$ cat src/rtl/ldpc_dec_pkg.sv
// Shared types, defaults and width helpers for the QC-LDPC decoder control slice.
package ldpc_dec_pkg;

  localparam int DEF_PCM_COLN     = 72;
  localparam int DEF_PCM_ROWN     = 8;
  localparam int DEF_BLK_SIZE     = 96;
  localparam int DEF_MAX_ITER_LIM = 32;
  localparam int DEF_PIPE_DLY     = 5;

  // Never returns less than 1 so degenerate sizes still yield a legal vector.
  function automatic int clog2(input int n);
    int r;
    r = 0;
    while ((1 << r) < n) r++;
    return (r < 1) ? 1 : r;
  endfunction

  localparam int DEF_COL_W  = clog2(DEF_PCM_COLN);
  localparam int DEF_ITER_W = clog2(DEF_MAX_ITER_LIM + 1);

  typedef enum logic [2:0] {
    ST_IDLE,
    ST_LOAD,
    ST_ITER,
    ST_DRAIN,
    ST_WAIT_SYN,
    ST_OUT
  } sched_state_t;

endpackage

$ cat src/rtl/ldpc_pipe_dly.sv
// WIDTH x DEPTH register shift line with asynchronous active-high clear.
module ldpc_pipe_dly #(
  parameter int WIDTH = 8,
  parameter int DEPTH = 1
) (
  input  logic             clk,
  input  logic             rst,
  input  logic [WIDTH-1:0] d,
  output logic [WIDTH-1:0] q
);

  logic [WIDTH-1:0] stg [DEPTH];

  always_ff @(posedge clk or posedge rst) begin
    if (rst) begin
      for (int i = 0; i < DEPTH; i++) stg[i] <= '0;
    end else begin
      stg[0] <= d;
      for (int i = 1; i < DEPTH; i++) stg[i] <= stg[i-1];
    end
  end

  assign q = stg[DEPTH-1];

endmodule

$ cat src/rtl/ldpc_sched_ctrl.sv
// Schedule controller for the column-layered QC-LDPC decoder: intake, sweeps, termination, readout.
// Build option: define LDPC_SCHED_EARLY_TERM_EN to let a good syndrome end the ITER phase early.
//
// state    | meaning
// ---------+--------------------------------------------------------------
// IDLE     | waiting for first LLR beat (column 0); latches iteration limit
// LOAD     | iteration 0: LLR intake, column advances on accepted beats
// ITER     | free-running sweeps, one column per cycle
// DRAIN    | strobes stopped; waits PIPE_DLY cycles for cn_s pipe to empty
// WAIT_SYN | waits for the syndrome of the final sweep
// OUT      | hard-decision readout with backpressure
module ldpc_sched_ctrl #(
  parameter int PCM_COLN     = ldpc_dec_pkg::DEF_PCM_COLN,
  parameter int MAX_ITER_LIM = ldpc_dec_pkg::DEF_MAX_ITER_LIM,
  parameter int PIPE_DLY     = ldpc_dec_pkg::DEF_PIPE_DLY,
  parameter int COL_W        = ldpc_dec_pkg::clog2(PCM_COLN),
  parameter int ITER_W       = ldpc_dec_pkg::clog2(MAX_ITER_LIM + 1)
) (
  input  logic              clk,
  input  logic              rst,
  input  logic [ITER_W-1:0] i_max_iter,
  input  logic              i_in_valid,
  output logic              o_in_ready,
  output logic              o_llr_we,
  output logic [COL_W-1:0]  o_col_addr,
  output logic              o_first_iter,
  output logic              o_cns_vld,
  output logic [COL_W-1:0]  o_cns_col,
  input  logic              i_syn_vld,
  input  logic              i_syn_ok,
  output logic              o_out_valid,
  input  logic              i_out_ready,
  output logic [COL_W-1:0]  o_out_addr,
  output logic              o_out_last,
  output logic              o_done,
  output logic              o_pass,
  output logic [ITER_W-1:0] o_iter_used
);

  import ldpc_dec_pkg::*;

  localparam int DLY_W = clog2(PIPE_DLY + 1);
  localparam logic [COL_W-1:0]  COL_LAST  = COL_W'(PCM_COLN - 1);
  localparam logic [ITER_W-1:0] LIM_MAX   = ITER_W'(MAX_ITER_LIM);
  localparam logic [ITER_W-1:0] ITER_ONE  = ITER_W'(1);
  localparam logic [DLY_W-1:0]  DCNT_INIT = DLY_W'(PIPE_DLY - 1);

  sched_state_t      state;
  logic [ITER_W-1:0] iter;
  logic [ITER_W-1:0] lim;
  logic [ITER_W-1:0] lim_in;
  logic [ITER_W-1:0] lim_eff;
  logic [DLY_W-1:0]  dcnt;
  logic              early;
  logic              beat_acc;
  logic              syn_term;
  logic              strobe;
  logic [COL_W:0]    dly_q;

  assign beat_acc = i_in_valid && o_in_ready;
  assign o_llr_we = beat_acc;

`ifdef LDPC_SCHED_EARLY_TERM_EN
  assign syn_term = (state == ST_ITER) && i_syn_vld && i_syn_ok;
`else
  assign syn_term = 1'b0;
`endif

  // o_in_ready is only high in IDLE/LOAD, so beat_acc already covers intake.
  assign strobe = beat_acc || ((state == ST_ITER) && !syn_term);

  always_comb begin
    lim_in = i_max_iter;
    if (i_max_iter == '0)
      lim_in = ITER_ONE;
    else if (i_max_iter > LIM_MAX)
      lim_in = LIM_MAX;
  end

  // A single-column frame finishes intake on the IDLE beat, before lim is registered.
  assign lim_eff = (state == ST_IDLE) ? lim_in : lim;

  ldpc_pipe_dly #(
    .WIDTH (COL_W + 1),
    .DEPTH (PIPE_DLY)
  ) u_cns_dly (
    .clk (clk),
    .rst (rst),
    .d   ({strobe, o_col_addr}),
    .q   (dly_q)
  );

  assign o_cns_vld = dly_q[COL_W];
  assign o_cns_col = dly_q[COL_W-1:0];

  always_ff @(posedge clk or posedge rst) begin
    if (rst) begin
      state        <= ST_IDLE;
      o_in_ready   <= 1'b1;
      o_col_addr   <= '0;
      o_first_iter <= 1'b0;
      iter         <= '0;
      lim          <= '0;
      dcnt         <= '0;
      early        <= 1'b0;
      o_out_valid  <= 1'b0;
      o_out_addr   <= '0;
      o_out_last   <= 1'b0;
      o_done       <= 1'b0;
      o_pass       <= 1'b0;
      o_iter_used  <= '0;
    end else begin
      o_done <= 1'b0;
      case (state)
        ST_IDLE, ST_LOAD: begin
          if (beat_acc) begin
            if (state == ST_IDLE) begin
              lim         <= lim_in;
              iter        <= '0;
              early       <= 1'b0;
              o_pass      <= 1'b0;
              o_iter_used <= '0;
            end
            if (o_col_addr == COL_LAST) begin
              o_col_addr   <= '0;
              iter         <= ITER_ONE;
              o_in_ready   <= 1'b0;
              o_first_iter <= 1'b0;
              if (lim_eff > ITER_ONE) begin
                state <= ST_ITER;
              end else begin
                state <= ST_DRAIN;
                dcnt  <= DCNT_INIT;
              end
            end else begin
              o_col_addr   <= o_col_addr + COL_W'(1);
              o_first_iter <= 1'b1;
              state        <= ST_LOAD;
            end
          end
        end

        ST_ITER: begin
          // Termination outranks the wrap so o_iter_used counts only completed sweeps.
          if (syn_term) begin
            o_pass      <= 1'b1;
            o_iter_used <= iter;
            early       <= 1'b1;
            o_col_addr  <= '0;
            state       <= ST_DRAIN;
            dcnt        <= DCNT_INIT;
          end else if (o_col_addr == COL_LAST) begin
            o_col_addr <= '0;
            iter       <= iter + ITER_ONE;
            if (iter == lim - ITER_ONE) begin
              state <= ST_DRAIN;
              dcnt  <= DCNT_INIT;
            end
          end else begin
            o_col_addr <= o_col_addr + COL_W'(1);
          end
        end

        ST_DRAIN: begin
          if (dcnt == '0) begin
            if (early) begin
              state       <= ST_OUT;
              o_done      <= 1'b1;
              o_out_valid <= 1'b1;
              o_out_addr  <= '0;
              o_out_last  <= (COL_LAST == '0);
            end else begin
              state <= ST_WAIT_SYN;
            end
          end else begin
            dcnt <= dcnt - DLY_W'(1);
          end
        end

        ST_WAIT_SYN: begin
          if (i_syn_vld) begin
            o_pass      <= i_syn_ok;
            o_iter_used <= lim;
            state       <= ST_OUT;
            o_done      <= 1'b1;
            o_out_valid <= 1'b1;
            o_out_addr  <= '0;
            o_out_last  <= (COL_LAST == '0);
          end
        end

        ST_OUT: begin
          if (i_out_ready) begin
            if (o_out_last) begin
              state       <= ST_IDLE;
              o_out_valid <= 1'b0;
              o_out_last  <= 1'b0;
              o_out_addr  <= '0;
              o_in_ready  <= 1'b1;
            end else begin
              o_out_addr <= o_out_addr + COL_W'(1);
              o_out_last <= ((o_out_addr + COL_W'(1)) == COL_LAST);
            end
          end
        end

        default: state <= ST_IDLE;
      endcase
    end
  end

endmodule
$ cat config.mk
export PLATFORM = sky130hd
export DESIGN_NAME = ldpc_sched_ctrl
export DESIGN_NICKNAME = d
export VERILOG_FILES = /design/src/rtl/ldpc_dec_pkg.sv /design/src/rtl/ldpc_pipe_dly.sv /design/src/rtl/ldpc_sched_ctrl.sv
export SDC_FILE = /design/constraint.sdc
export NUM_CORES = 1
export LEC_CHECK = 0
export ABC_CLOCK_PERIOD_IN_PS = 7100
export BUFFER_PORTS_ARGS = -buffer_cell sky130_fd_sc_hd__buf_2
export CORE_MARGIN = 4
export CORE_UTILIZATION = 60
export CTS_CLUSTER_DIAMETER = 120
export DETAILED_ROUTE_END_ITERATION = 16
export GPL_TIMING_DRIVEN = 0
export PLACE_DENSITY_LB_ADDON = 0.25
export SYNTH_ARGS = -nofsm -noshare
export SYNTH_HDL_FRONTEND = slang
export SYNTH_SLANG_ARGS = --single-unit
$ cat constraint.sdc
create_clock -name clk -period 7.1 [get_ports clk]
set_input_delay 1.42 -clock clk [delete_from_list [all_inputs] [get_ports clk]]
set_output_delay 1.42 -clock clk [all_outputs]
set_load 0.02 [all_outputs]
# Yosys cells after proc, flatten, opt, wreduce, memory -nomap -nowiden
# Cells that the tools add are included.
# word_totals
in_bits	12
elab_cells	121
ff_bits	84
out_inout_bits	35
# classes
addsub	5
eq_ne	20
n_reduce_logical	20
n_bitwise	1
muxes	55
magnitude_cmp	2
# op_table
cell	n
$mux 6	9
$mux 3	14
$mux 7	5
$pmux 7 s2	2
$pmux 6 s2	2
$ne 2x2->1 const B	9
$mux 1	17
$pmux 3 s5	1
$add 7x1->7 const B	2
$eq 7x7->1 const B	2
$reduce_and 7->1	2
$reduce_and 5->1	2
$pmux 3 s3	1
$pmux 1 s2	4
$reduce_and 4->1	2
$add 6x1->6 const B	1
$eq 3x2->1 const B	2
$eq 3x3->1 const B	2
$eq 6x6->1	1
$gt 6x1->1 const B	1
$gt 6x6->1 const B	1
$logic_not 3->1	2
$logic_not 6->1	1
$reduce_and 6->1	1
other kinds (12)	17

# Depth between registers and ports, before layout
# depth
depth_word	9
mapped_depth	7

# Cells and area by module
# A second synthesis with hierarchy kept.
# hier_totals
cells_unflattened	313
area_unflattened_um2	3510.9
# by_module_without_submodules
mod	cells_each	seq_area_each_um2	n_inst	area_each_um2
ldpc_sched_ctrl	264	1102.3	1	2446.1
ldpc_pipe_dly	49	1001.0	1	1064.8

# Least setup slack after synthesis
# No wires, ideal clock.
# synth_timing
path_type	input to output
from	in i_in_valid
to	out o_llr_we
arrival_ps	1649
path_slack_ps	4031
cell_stages	2
cell_sequence	nand2_1 > inv_1
# synth_between
elab_chain_len	1
# synth_rtl
element	line_no	text
start: declaration	ldpc_sched_ctrl.sv:22	input logic i_in_valid,
$logic_and 1x1->1	ldpc_sched_ctrl.sv:60	assign beat_acc = i_in_valid && o_in_ready;
end: declaration	ldpc_sched_ctrl.sv:24	output logic o_llr_we,
# Every way passes these cells.

# Final worst setup path
# Ends and elaborated chain as after synthesis.

==> key figures <==
Logic synthesis
  • Dominant cell type by area after synthesis: dfrtp_1
  • Synth Area in XOR/XNOR: 3.415%
  • Syn Std Cell Area: 3591 sq um
  • Synthesis-stage register bit count: 84
  • Commonest cells in the netlist: 83 x dfrtp_1, 28 x nand2_1, 23 x o21ai_0, 15 x nor2_1, 11 x nand3_1
  • Ys async rst share: 100.0%
  • Area fraction of the dominant cell type after synthesis: 57.84%
  • Post-synth cell types: 61
  • Compound-Gate Fraction of Synth Area: 13.87%
  • Post-synth EDFFs: 0
  • Main synth FF type: dfrtp_1
  • Top-count cell post-synth: dfrtp_1
  • Synth area leaders: dfrtp_1 58%, o21ai_0 3.2%, nand2_1 2.9%, ha_1 2.4%, xnor2_1 2.4%
  • Simple-gate area share of the yosys netlist: 16.10%
  • Yosys warns: 0
  • Mapped Nets: 335
  • Syn_area_per_cell: 11.36 sq um
  • Post-Synth Adder-Cell Area: 2.439%
  • Multiplexer area fraction after synthesis: 0.5923%
  • Post-Synthesis Cells: 316
  • Post-synthesis sequential area ratio: 58.57%
  • Main combinational cell family by area after synthesis: simple AND/OR/NAND/NOR gates

Critical path
  • CP startpoint kind: primary input
  • CP endpoint kind: output port
  • Cell mode on critical path: buf_2
  • Worst reg2reg endpoint: dcnt[1]
  • R2R setup slack: 4.93 ns
  • Critical path required time: 5.68 ns
  • R2R Path Start: o_col_addr[0]
  • Maximum fanout along the worst path: 4
  • Worst Path Arrival: 1.87 ns
  • Slowest stage cell, crit path: buf_2
  • R2R cell count: 6
  • Critical path class: primary input to output port
  • Crit path cell chain: buf_2, nand2_1, inv_1, buf_2
  • Max incr delay on CP: 0.15 ns

Worst hold path
  • WHS Endpoint: u_cns_dly.stg[20]
  • Hold Crit Class: flop to flop
  • Hold Crit Depth: 0
  • Worst hold start: u_cns_dly.stg[28]

Detailed routing
  • Via density: 5.649
  • Vias: 2542
  • First DRT Iteration DRCs: 158
  • DRT Wirelength: 6704 um
  • TritonRoute pass-1 iters: 4
  • Final ANT Viol Nets: 0
  • DRC Markers: 0
  • Routed WL per cell: 14.90 um

STA
  • Setup violations, final: 0
  • Worst-case clock skew: 0.009761 ns
  • Final min period: 3.293 ns
  • Slew @ Worst Pin: 0.8283 ns
  • Unrepaired setup endpoints after global routing: no
  • Setup TNS: 0 ns
  • FMAX: 0.3037 GHz
  • Max Slew Vio Count: 0
  • Final Hold Fails: 0
  • Fraction of the cycle the final worst path needs: 46.37%
  • Max-slew headroom: 44.35%
  • Final worst slack: 3.807 ns

Finish
  • Ratio of cells with drive above 1 in the final layout: 23.28%
  • Synth-to-layout area growth: 14.39%
  • Nets@finish: 393
  • Antenna diodes: 0

Power
  • PwrDens: 191.3 nW/um^2
  • VDD IR max: 0.1291 mV
  • Pleak: 2.061 nW

Floorplan
  • Die area: 7286 sq um
  • Initial Utilization: 63.65%
  • Die height: 85.36 um
  • Core box area: 5642 sq um
  • Row cnt: 27
  • Top Ports: 47
  • Die extent in x: 85.36 um

GRT
  • GRT Residual Overflow: 0
  • Pin count of the biggest net entering global routing: 75
  • Vias in the first global route: 2595
  • Initial antenna violation count: 0
  • Global-route wire length before repair: 11760 um
  • GRT Util Overall: 20.13%

CTS
  • CTS tree: built
  • Root Buffer: clkbuf_8
  • Clock Tree Buf Depth: 2
  • PostCTS Resize Cnt: 0
  • Cts bufs inserted: 9
  • Cts-stage hold buffer count: 0
  • Clk slew on worst S/H paths: 0.08 ns
  • H-Tree Depth: 3
  • Sink Count: 84
  • Worst skew pair latency: 0.34 ns
  • Post-CTS Setup Bufs: 0

Place
  • Pre-CTS setup slack: 3.805 ns
  • DPL Wire Length: 4682 um
  • # port buffers: 46
  • Gp weighted congestion: 0.7891

Outcome
  • Status: completed

Run
  • Max-cap violations: 0
[logic make-up (layout without fill, tap and decap cells)]
| group | Yosys count | count (layout) |
|---|---|---|
| compound gates | 73 | 73 |
| xor+xnor | 14 | 14 |
| fa+ha+maj | 7 | 7 |
| buf+inv | 30 | 92 |
| flops | 84 | 84 |
| mux | 2 | 2 |
| simple gates | 106 | 106 |
[power by group]
part / switching, mW / internal, mW
Sequential: 0 / 0.478
Clock: 0.165 / 0.126
Combinational: 0.0117 / 0.00483
Total: 0.177 / 0.609
[state kept, by name, indices dropped and copies added (netlist names), 3 cells and up]
name           count
dcnt               3
iter               6
lim                6
o_col_addr         7
o_iter_used        6
o_out_addr         7
state              3
u_cns_dly.q        8
u_cns_dly.stg     32
[worst max-delay path, delay by kind of cell]
family / cells / cell delay, ns
buffers and inverters: 3 / 0.32
and+or+nand+nor: 1 / 0.12
[cell usage in the layout (no fill, tap or decap), types with 2 or more instances in the layout]
cell / n
o31ai_1: 6
nand2_1: 28
dfrtp_1: 83
and3_1: 4
nand3b_1: 2
nor4_1: 5
xor2_1: 4
buf_6: 4
nor2b_1: 6
nor2_1: 15
buf_4: 7
clkinvlp_4: 4
a31oi_1: 2
clkbuf_8: 10
clkbuf_1: 8
buf_2: 46
nand4b_1: 3
a22o_1: 8
o22ai_1: 2
inv_1: 9
o21ai_0: 23
a21o_1: 4
a221oi_1: 3
o41ai_1: 2
nand3_1: 11
a21oi_1: 8
nor3_1: 4
and2_1: 2
nand4_1: 4
ha_1: 7
or2_2: 2
nand2b_1: 9
xnor2_1: 10
[worst max path at each step]
stage                from  endpoint  slack (ns)  cells after the start
6_report       i_in_valid  o_llr_we        3.81                      4
5_1_grt        i_in_valid  o_llr_we        3.77                      4
3_3_place_gp          rst    lim[0]        2.68                      2
3_5_place_dp   i_in_valid  o_llr_we        3.80                      4
4_1_cts        i_in_valid  o_llr_we        3.81                      4
2_1_floorplan         rst   dcnt[0]        3.52                      1
[through the flow]
step	util, %	instances	power (mW)	cell area, sq um	hold slack (ns)
after global routing	72.81	450	0.8227	4108	0.3620
final	72.81	450	0.7859	4108	0.3507
after CTS	72.81	450	0.7934	4108	0.3526
after global placement	69.33	434	0.5024	3911	0.3312
after floorplan	-	316	0.4960	3591	0.3312
after detailed placement	69.86	435	0.5049	3941	0.3347
[routing by layer]
| layer | wire length (um) | vias up | global-route usage (%) |
|---|---|---|---|
| met5 | 0 | - | 0 |
| met2 | 3317 | 68 | 33.33 |
| met4 | 74 | 0 | 6.475 |
| met3 | 334 | 9 | 4.660 |
| li1 | - | 1231 | - |
| met1 | 2977 | 1234 | 26.32 |
[layout make-up]
class,count,area (sq um)
clock inverters,5,38.79
plain buffers,20,142.6
inverters,10,40.04
repair buffers,47,257.7
fillers,421,1534
well taps,72,90.09
flip-flops and latches,84,2103
clock buffers,10,127.6
multi-input cells,202,1308
Note: power is estimated with default switching activity, not from simulation.
